$ cat config.mk
export PLATFORM = sky130hd
export DESIGN_NAME = mux_rr_arbiter_flat
export DESIGN_NICKNAME = d
export VERILOG_FILES = /design/src/rtl/mux_pkg.sv /design/src/rtl/mux_rr_arbiter_if.sv /design/src/rtl/mux_rr_arbiter_rr_pick.sv /design/src/rtl/mux_rr_arbiter.sv /design/src/flat_wrapper.sv
export SDC_FILE = /design/constraint.sdc
export NUM_CORES = 1
export LEC_CHECK = 0
export ABC_CLOCK_PERIOD_IN_PS = 2200
export CORE_ASPECT_RATIO = 0.5
export CORE_UTILIZATION = 39
export DETAILED_ROUTE_END_ITERATION = 8
export PLACE_DENSITY = 0.8
export SLEW_MARGIN = 15
export SYNTH_ARGS = -nofsm -noshare
export SYNTH_HDL_FRONTEND = slang
export SYNTH_SLANG_ARGS = --single-unit
export TNS_END_PERCENT = 50
$ cat constraint.sdc
create_clock -name clk -period 2.2 [get_ports clk]
set_input_delay 0.22 -clock clk [delete_from_list [all_inputs] [get_ports clk]]
set_output_delay 0.22 -clock clk [all_outputs]
set_load 0.005 [all_outputs]
$ cat src/rtl/mux_pkg.sv
// Shared constants and state encoding for the round-robin select-mux arbiter.
package mux_pkg;

  localparam int MUX_N = 4;
  localparam int MUX_W = 8;

  typedef enum logic {
    ST_IDLE = 1'b0,
    ST_HOLD = 1'b1
  } state_e;

endpackage

$ cat src/rtl/mux_rr_arbiter_if.sv
// Requester-side and downstream-side handshake bundle of the round-robin arbiter.
interface mux_rr_arbiter_if
  import mux_pkg::*;
#(
  parameter int N = MUX_N,
  parameter int W = MUX_W
);
  localparam int SW = $clog2(N);

  logic [N-1:0]   req_valid;
  logic [N*W-1:0] req_data;
  logic [N-1:0]   req_ready;
  logic           out_valid;
  logic [W-1:0]   out_data;
  logic [SW-1:0]  out_src;
  logic           out_ready;

  modport slave (
    input  req_valid, req_data, out_ready,
    output req_ready, out_valid, out_data, out_src
  );

  modport master (
    output req_valid, req_data, out_ready,
    input  req_ready, out_valid, out_data, out_src
  );
endinterface

$ cat src/rtl/mux_rr_arbiter_rr_pick.sv
// Combinational round-robin picker: first set request at or after ptr, wrapping.
module rr_pick #(
  parameter int N  = 4,
  parameter int SW = $clog2(N)
) (
  input  logic [N-1:0]  req_i,
  input  logic [SW-1:0] ptr_i,
  output logic [N-1:0]  gnt_o,
  output logic [SW-1:0] idx_o,
  output logic          any_o
);

  logic [2*N-1:0] dbl;
  logic           found;

  // Scanning ptr..ptr+N-1 of the doubled vector gives the wrap for free.
  always_comb begin
    dbl   = {req_i, req_i};
    found = 1'b0;
    idx_o = '0;
    for (int j = 0; j < N; j++) begin
      if (!found && dbl[int'(ptr_i) + j]) begin
        found = 1'b1;
        idx_o = SW'((int'(ptr_i) + j) % N);
      end
    end
    any_o = |req_i;
    gnt_o = any_o ? (N'(1) << idx_o) : '0;
  end

endmodule

$ cat src/rtl/mux_rr_arbiter.sv
// Round-robin arbiter owning the N:1 select code and the captured-result register.
//
// state   | meaning
// ST_IDLE | no captured data; winner of rr_pick is accepted at the edge
// ST_HOLD | out_valid=1, result held until out_ready
module mux_rr_arbiter
  import mux_pkg::*;
#(
  parameter int N = MUX_N,
  parameter int W = MUX_W
) (
  input logic             clk,
  input logic             rst,
  mux_rr_arbiter_if.slave bus
);

  localparam int SW = $clog2(N);

  state_e        state_q;
  logic [SW-1:0] ptr_q;
  logic [SW-1:0] ptr_d;
  logic          out_valid_q;
  logic [W-1:0]  out_data_q;
  logic [SW-1:0] out_src_q;

  logic [N-1:0]  gnt;
  logic [SW-1:0] idx;
  logic          any;
  logic [W-1:0]  sel_data;

  rr_pick #(.N(N), .SW(SW)) u_pick (
    .req_i (bus.req_valid),
    .ptr_i (ptr_q),
    .gnt_o (gnt),
    .idx_o (idx),
    .any_o (any)
  );

  always_comb begin
    sel_data = '0;
    for (int i = 0; i < N; i++) begin
      if (idx == SW'(i)) sel_data = bus.req_data[i*W +: W];
    end
  end

  assign ptr_d = (idx == SW'(N - 1)) ? '0 : idx + SW'(1);

  always_ff @(posedge clk or posedge rst) begin
    if (rst) begin
      state_q     <= ST_IDLE;
      ptr_q       <= '0;
      out_valid_q <= 1'b0;
      out_data_q  <= '0;
      out_src_q   <= '0;
    end else begin
      case (state_q)
        ST_IDLE: begin
          if (any) begin
            out_data_q  <= sel_data;
            out_src_q   <= idx;
            ptr_q       <= ptr_d;
            out_valid_q <= 1'b1;
            state_q     <= ST_HOLD;
          end
        end
        ST_HOLD: begin
          if (bus.out_ready) begin
            out_valid_q <= 1'b0;
            state_q     <= ST_IDLE;
          end
        end
        default: state_q <= ST_IDLE;
      endcase
    end
  end

  // Grants are suppressed while reset is asserted, not just after the next edge.
  assign bus.req_ready = (state_q == ST_IDLE && !rst) ? gnt : '0;
  assign bus.out_valid = out_valid_q;
  assign bus.out_data  = out_data_q;
  assign bus.out_src   = out_src_q;

endmodule

$ cat src/flat_wrapper.sv
// flat-port wrapper written by rule: the top's interface ports become plain ports
module mux_rr_arbiter_flat import mux_pkg::*;
#(
  parameter int N = MUX_N,
  parameter int W = MUX_W
)
  (clk, rst, bus_req_valid, bus_req_data, bus_out_ready, bus_req_ready, bus_out_valid, bus_out_data, bus_out_src);
  mux_rr_arbiter_if #(.N(N), .W(W)) bus_i ();
  input logic clk;
  input logic rst;
  input wire logic [$bits(bus_i.req_valid)-1:0] bus_req_valid;
  input wire logic [$bits(bus_i.req_data)-1:0] bus_req_data;
  input wire logic [$bits(bus_i.out_ready)-1:0] bus_out_ready;
  output wire logic [$bits(bus_i.req_ready)-1:0] bus_req_ready;
  output wire logic [$bits(bus_i.out_valid)-1:0] bus_out_valid;
  output wire logic [$bits(bus_i.out_data)-1:0] bus_out_data;
  output wire logic [$bits(bus_i.out_src)-1:0] bus_out_src;
  assign bus_i.req_valid = bus_req_valid;
  assign bus_i.req_data = bus_req_data;
  assign bus_i.out_ready = bus_out_ready;
  assign bus_req_ready = bus_i.req_ready;
  assign bus_out_valid = bus_i.out_valid;
  assign bus_out_data = bus_i.out_data;
  assign bus_out_src = bus_i.out_src;
  mux_rr_arbiter #(.N(N), .W(W)) u_core (.clk(clk), .rst(rst), .bus(bus_i));
endmodule
# Yosys cells after proc, flatten, opt, wreduce, memory -nomap -nowiden
# Index checks and enable logic that the tools add are counted.
# word_totals
ff_bits,14
inputBits,39
output_inout_bits,15
wordCells,63
# classes
add_sub_neg,4
magnitude_cmp,4
n_eq_ne,5
shifts,1
mux,31
bitwise_logic,1
reduce_logical,12
# ops
op,count
less-than comparator 32 x 5 -> 1 bit (second input constant),3
two-way mux 8 bit,4
two-way mux 1 bit,14
two-way mux 2 bit,5
binary-select mux 1 bit (select 3 bit),3
two-way mux 4 bit,2
adder 2 x 2 -> 3 bit (second input constant),2
== test 2 bit (second input constant),2
logical AND 1 bit,4
logical NOT 1 bit,4
less-than comparator 2 x 4 -> 1 bit (second input constant),1
one-hot mux 1 bit (2 select lines),2
AND reduction 2 bit,2
OR reduction 4 bit,1
left shift 1 x 2 -> 4 bit (first input constant),1
adder 2 x 1 -> 3 bit (second input constant),1
adder 2 x 1 -> 2 bit (second input constant),1
binary-select mux 1 bit (select 2 bit),1
== test 2 x 1 -> 1 bit (second input constant),1
logical NOT 2 bit,1
!= test 2 x 1 -> 1 bit (second input constant),1
!= test 2 bit (second input constant),1
inverter 1 bit,1

# Logic depth before layout (Yosys ltp)
# depth
depth_word,17
ltp_mapped,9
depth_no_buf,7

# Cells and area by module
# From an unflattened synthesis, not the netlist that was laid out.
# hier_totals
cells_unflattened,126
area_unflattened_um2,1107.3
# modules_own_cells
module,n_inst,cells_each,area_per_inst_um2,seq_area_each_um2
mux_rr_arbiter,1,93,895.9,350.3
rr_pick,1,33,211.5,0.0

# Worst setup path after synthesis
# Ideal clock, no wire load.
# synth_timing
kind,flip-flop to flip-flop
startpoint,register u_core.ptr_q[1]
endpoint,"register u_core.out_data_q[3], in the netlist u_core.bus.out_data[3]"
arrival_time_ns,1.863
slack_ns,0.258
stages_incl_launch_ff,9
n_path_buf,1
period_less_slack_ns,1.942
path_cell_list,dfrtp_1 > nand2_1 > a311oi_1 > or2_2 > ha_1 > buf_2 > a21oi_1 > a221o_1 > a2bb2oi_1
# synth_via
elab_chain_cells,17
word_cells_on_any_way,35
cone_classes,add/sub (3); eq/ne (3); mux (22); reduce/logical (7)
# synth_lines
element,line,text
from (decl),mux_rr_arbiter.sv:20,logic [SW-1:0] ptr_q;
from (signal assigned),mux_rr_arbiter.sv:61,ptr_q <= ptr_d;
adder 2 x 1 -> 3 bit / binary-select mux 1 bit (select 2 bit) (equally long branches),"mux_rr_arbiter_rr_pick.sv:24, mux_rr_arbiter_rr_pick.sv:22",
binary-select mux 1 bit (select 3 bit) / two-way mux 1 bit (equally long branches),mux_rr_arbiter_rr_pick.sv:22,if (!found && dbl[int'(ptr_i) + j]) begin
two-way mux 1 bit (not written as such),mux_rr_arbiter_rr_pick.sv:22,
two-way mux 1 bit (not written as such) / logical NOT 1 bit (equally long branches),mux_rr_arbiter_rr_pick.sv:22,
logical AND 1 bit,mux_rr_arbiter_rr_pick.sv:22,
two-way mux 1 bit,mux_rr_arbiter_rr_pick.sv:22,
logical NOT 1 bit,mux_rr_arbiter_rr_pick.sv:22,
logical AND 1 bit,mux_rr_arbiter_rr_pick.sv:22,
two-way mux 1 bit,mux_rr_arbiter_rr_pick.sv:22,
logical NOT 1 bit,mux_rr_arbiter_rr_pick.sv:22,
logical AND 1 bit,mux_rr_arbiter_rr_pick.sv:22,
two-way mux 2 bit (*),mux_rr_arbiter_rr_pick.sv:22,
logical NOT 2 bit,mux_rr_arbiter.sv:42,if (idx == SW'(i)) sel_data = bus.req_data[i*W +: W];
two-way mux 8 bit (3 in series),mux_rr_arbiter.sv:42,
two-way mux 8 bit (*),mux_rr_arbiter.sv:42,
to (signal assigned),mux_rr_arbiter.sv:59,out_data_q <= sel_data;
to (decl),mux_rr_arbiter.sv:23,logic [W-1:0] out_data_q;
# Mark *: on every way between the ends. The rest lies on a longest branch, timed or not. The select of a mux whose other input is x is not followed.
# A chain may end at the register's enable or synchronous reset.

# Worst setup path after layout
# layout_timing
startpoint,register u_core.ptr_q[1]
endpoint,"register u_core.out_data_q[0], in the netlist u_core.bus.out_data[0]"
# The elaborated chain is that of the path after synthesis.

==> metrics.md <==
| Metric | Value |
|---|---|
| Int Pwr | `1.17 mW` |
| CTS buffer count | `3` |
| CP max stage cell | `dfrtp_2` |
| Initial antenna violation count | `0` |
| Final Max Tran Viols | `0` |
| Peak supply drop | `0.727 mV` |
| Yosys reg bits | `14` |
| Synth top area share | `34.1%` |
| Status | `complete, no violations` |
| Sw frac | `35.4%` |
| Hold Crit Class | `in2async` |
| Crit path launch type | `register` |
| IO Count | `54` |
| First-pass GRT wire length | `5090 um` |
| Slew headroom | `72.4%` |
| Sequential power share | `25.1%` |
| Crit end category | `register` |
| First-pass DRT Iterations | `4` |
| ANT cells | `0` |
| Standby leakage power | `0.860 nW` |
| Vias | `roughly 1,200` |
| Skew final | `0.0104 ns` |
| Synth cell types | `30` |
| Die footprint | `about 0.0029 sq mm` |
| Count of final setup violators | `0` |
| Row count | `12` |
| Placement Cell Area | `approximately 0.0017 sq mm` |
| MaxCap Viol Count | `0` |
| Final wirelength | `3570 um` |
| Top cells by area, synth | `dfrtp_1, a221o_1, a2bb2oi_1, a211oi_1, nand3b_1` |
| # fillers | `144` |
| Die Wd | `74.6 um` |
| Leading area contributor after synthesis | `dfrtp_1` |
| Final core occ | `79.1%` |
| Seq/Total Area, Yosys | `34.1%` |
| Final GP Congestion | `about 0.92` |
| Worst skew pair latency | `0.25 ns` |
| Initial DRC count | `77` |
| Worst Path Max Fanout | `16` |
| Post-route ant nets | `0` |
| Post-Syn Area per Cell | `approximately 9.3 sq um` |
| Clock power share | `between 10 and 15%` |
| Final Cycle Share | `a little over nine tenths` |
| Final nets | `roughly 230` |
| CP Data Required Time | `2.36 ns` |
| Combinational power share | `between 60% and 70%` |
| Met1 usage | `33.6%` |
| Area Growth Syn to Fin | `81.3%` |
| WP data arrival | `roughly 2.3 ns` |
| Ys flop type | `dfrtp_1` |
| Critical-path cell list | `nand2_1, a311oi_2, or2_4, ha_1, buf_4, a21oi_1, a221o_1, a2bb2oi_1` |
| Post-route cell area | `0.00186 sq mm` |
| Most common library cells after synthesis | `dfrtp_1, a21oi_1, inv_1, a2bb2oi_1` |
| Kind of critical path | `reg2reg` |
| WL per Instance | `16.5 um` |
| Synthesized area | `0.00103 sq mm` |
| GR peak layer | `met2` |
| Most common cell in the netlist | `dfrtp_1` |
| Number of flops mapped to enable cells by yosys | `0` |
| Power Density | `around 1000 mW/mm^2` |
| Asr flop ratio synth | `100%` |
| Reported net switching power | `0.643 mW` |
| Number of global-route vias before repair | `between 1,000 and 1,500` |
| Total grt overflow | `0` |
| Via/cell ratio | `5.49` |
| Share of cells above drive strength 1 | `24.3%` |
| Synth warn | `0` |
| H-tree levels | `1` |
| Worst-Margin Slew | `0.409 ns` |
| Reg clk slew, reported paths | `0.07 ns` |
| Syn Nets | `154` |
| I/O Buffers | `53` |
| Critical path buffers and inverters | `1` |
| Die height | `38.3 um` |
| Crit path max-delay family | `compound AO/OA/AOI/OAI gates` |
| Slowest stage delay, CP | `0.46 ns` |
| GR Util met3 | `3.68%` |
| DRC | `0` |
| All-Layer GR Usage | `24.9%` |
| Core area | `about 0.0024 sq mm` |
| Final hold violation count | `0` |
| Initial Utilization | `43.6%` |
| CTS root buffer | `clkbuf_8` |
| Post-Syn Instances | `111` |
| Post-detail-place hpwl | `about 2500 um` |
| Met2 GRT Util | `a little over two fifths` |
| Tmin final | `2.14 ns` |
| Clock sinks | `14` |
| CTS Buffer Depth | `2` |
| CTS tree | `built` |
| Pin count of the biggest net entering global routing | `18` |
| Fmax | `approximately 0.47 GHz` |
==> what timing repair did <==
item | CTS | global route
resized for setup | 12 | 14
hold buffers | 0 | 0
endpoints found under the setup margin | 7 | 11
pin swaps | 4 | 5
setup buffers | 0 | 5
==> metal layers <==
layer	vias to the layer above	routed length [um]
met3	6	198
li1	565	-
met1	565	1690
met2	50	1640
met5	-	0
met4	0	41
==> placed cells by master, fill, tap and decap left out, drive strengths merged <==
| cell | count |
|---|---|
| ha | 4 |
| and3 | 4 |
| a311oi | 1 |
| nor4bb | 1 |
| a221o | 8 |
| or2 | 2 |
| nor2 | 4 |
| inv | 10 |
| a21oi | 10 |
| o31ai | 1 |
| nor3 | 1 |
| o41ai | 2 |
| nor4 | 1 |
| a211oi | 8 |
| mux2i | 1 |
| clkdlybuf4s50 | 45 |
| nand2b | 2 |
| dlymetal6s2s | 4 |
| a2bb2oi | 9 |
| o21a | 1 |
| dfrtp | 14 |
| dlygate4sd2 | 4 |
| nor2b | 2 |
| buf | 23 |
| clkbuf | 4 |
| nand3b | 8 |
| nor4b | 1 |
| o21ai | 5 |
| nand2 | 1 |
==> final timing paths <==
path	from	to	slack [ns]	depth (start not counted)
setup / recovery	u_core.ptr_q[1]	u_core.bus.out_data[0]	0.06	8
hold / removal	rst	u_core.bus.out_data[6]	0.20	2
setup reg to reg	u_core.ptr_q[1]	u_core.bus.out_data[0]	0.06	8
hold reg to reg	u_core.bus.out_valid	u_core.bus.out_valid	0.55	1
max in group asynchronous	rst	u_core.ptr_q[0]	1.58	3
min in group clk	u_core.bus.out_valid	u_core.bus.out_valid	0.55	1
==> power by group through the flow <==
stage / clock network (mW) / logic, mW / registers, mW
after floorplan: 0 / 0.516 / 0.439
after global placement: 0 / 0.951 / 0.437
after detailed placement: 0 / 0.968 / 0.444
after CTS: 0.265 / 0.992 / 0.443
after global routing: 0.277 / 1.18 / 0.468
final: 0.256 / 1.10 / 0.456
==> cells by family (layout without fill, tap and decap cells) <==
family                   Yosys count  after routing  synth area share (%)
multiplexers                       1              1                 0.973
flip-flops                        14             14                  34.1
adder cells (fa/ha/maj)            4              4                  4.87
buffers and inverters             20             90                  9.12
AND/OR/NAND/NOR                   27             27                  18.4
AO/OA/AOI/OAI                     45             45                  32.6
==> metrics by stage <==
step / setup WS (ns) / TNS, ns / instances / hold WS (ns) / power [mW]
floorplan: 0.258 / 0 / 111 / 0.130 / 0.955
global placement: -0.234 / -2.67 / 207 / 0.463 / 1.39
detailed placement: -0.323 / -3.45 / 207 / 0.474 / 1.41
CTS: -0.143 / -0.229 / 211 / 0.200 / 1.70
global route: -0.0291 / -0.0296 / 216 / 0.225 / 1.93
finish: 0.0615 / 0 / 216 / 0.204 / 1.82
==> worst reg2reg max path, cell delays in order (launching register included) <==
cell,delay [ns]
dfrtp_2,0.46
nand2_1,0.09
a311oi_2,0.34
or2_4,0.19
ha_1,0.15
buf_4,0.19
a21oi_1,0.09
a221o_1,0.36
a2bb2oi_1,0.17
==> flip-flops by register name, summed over array words and instances, names as in the netlist <==
| signal | flops |
|---|---|
| u_core.bus.out_valid | 1 |
| u_core.state_q | 1 |
| u_core.ptr_q | 2 |
| u_core.bus.out_src | 2 |
| u_core.bus.out_data | 8 |
==> cell type report <==
class | instances | area (sq um) | area share, %
Clock buffer | 4 | 55.1 | 2.95
Inverter | 10 | 37.5 | 2.01
Multi-Input combinational cell | 77 | 668 | 35.8
Sequential cell | 14 | 352 | 18.9
Tap cell | 35 | 43.8 | 2.35
Timing Repair Buffer | 76 | 708 | 38.0
(Power assumes the default switching activity.)
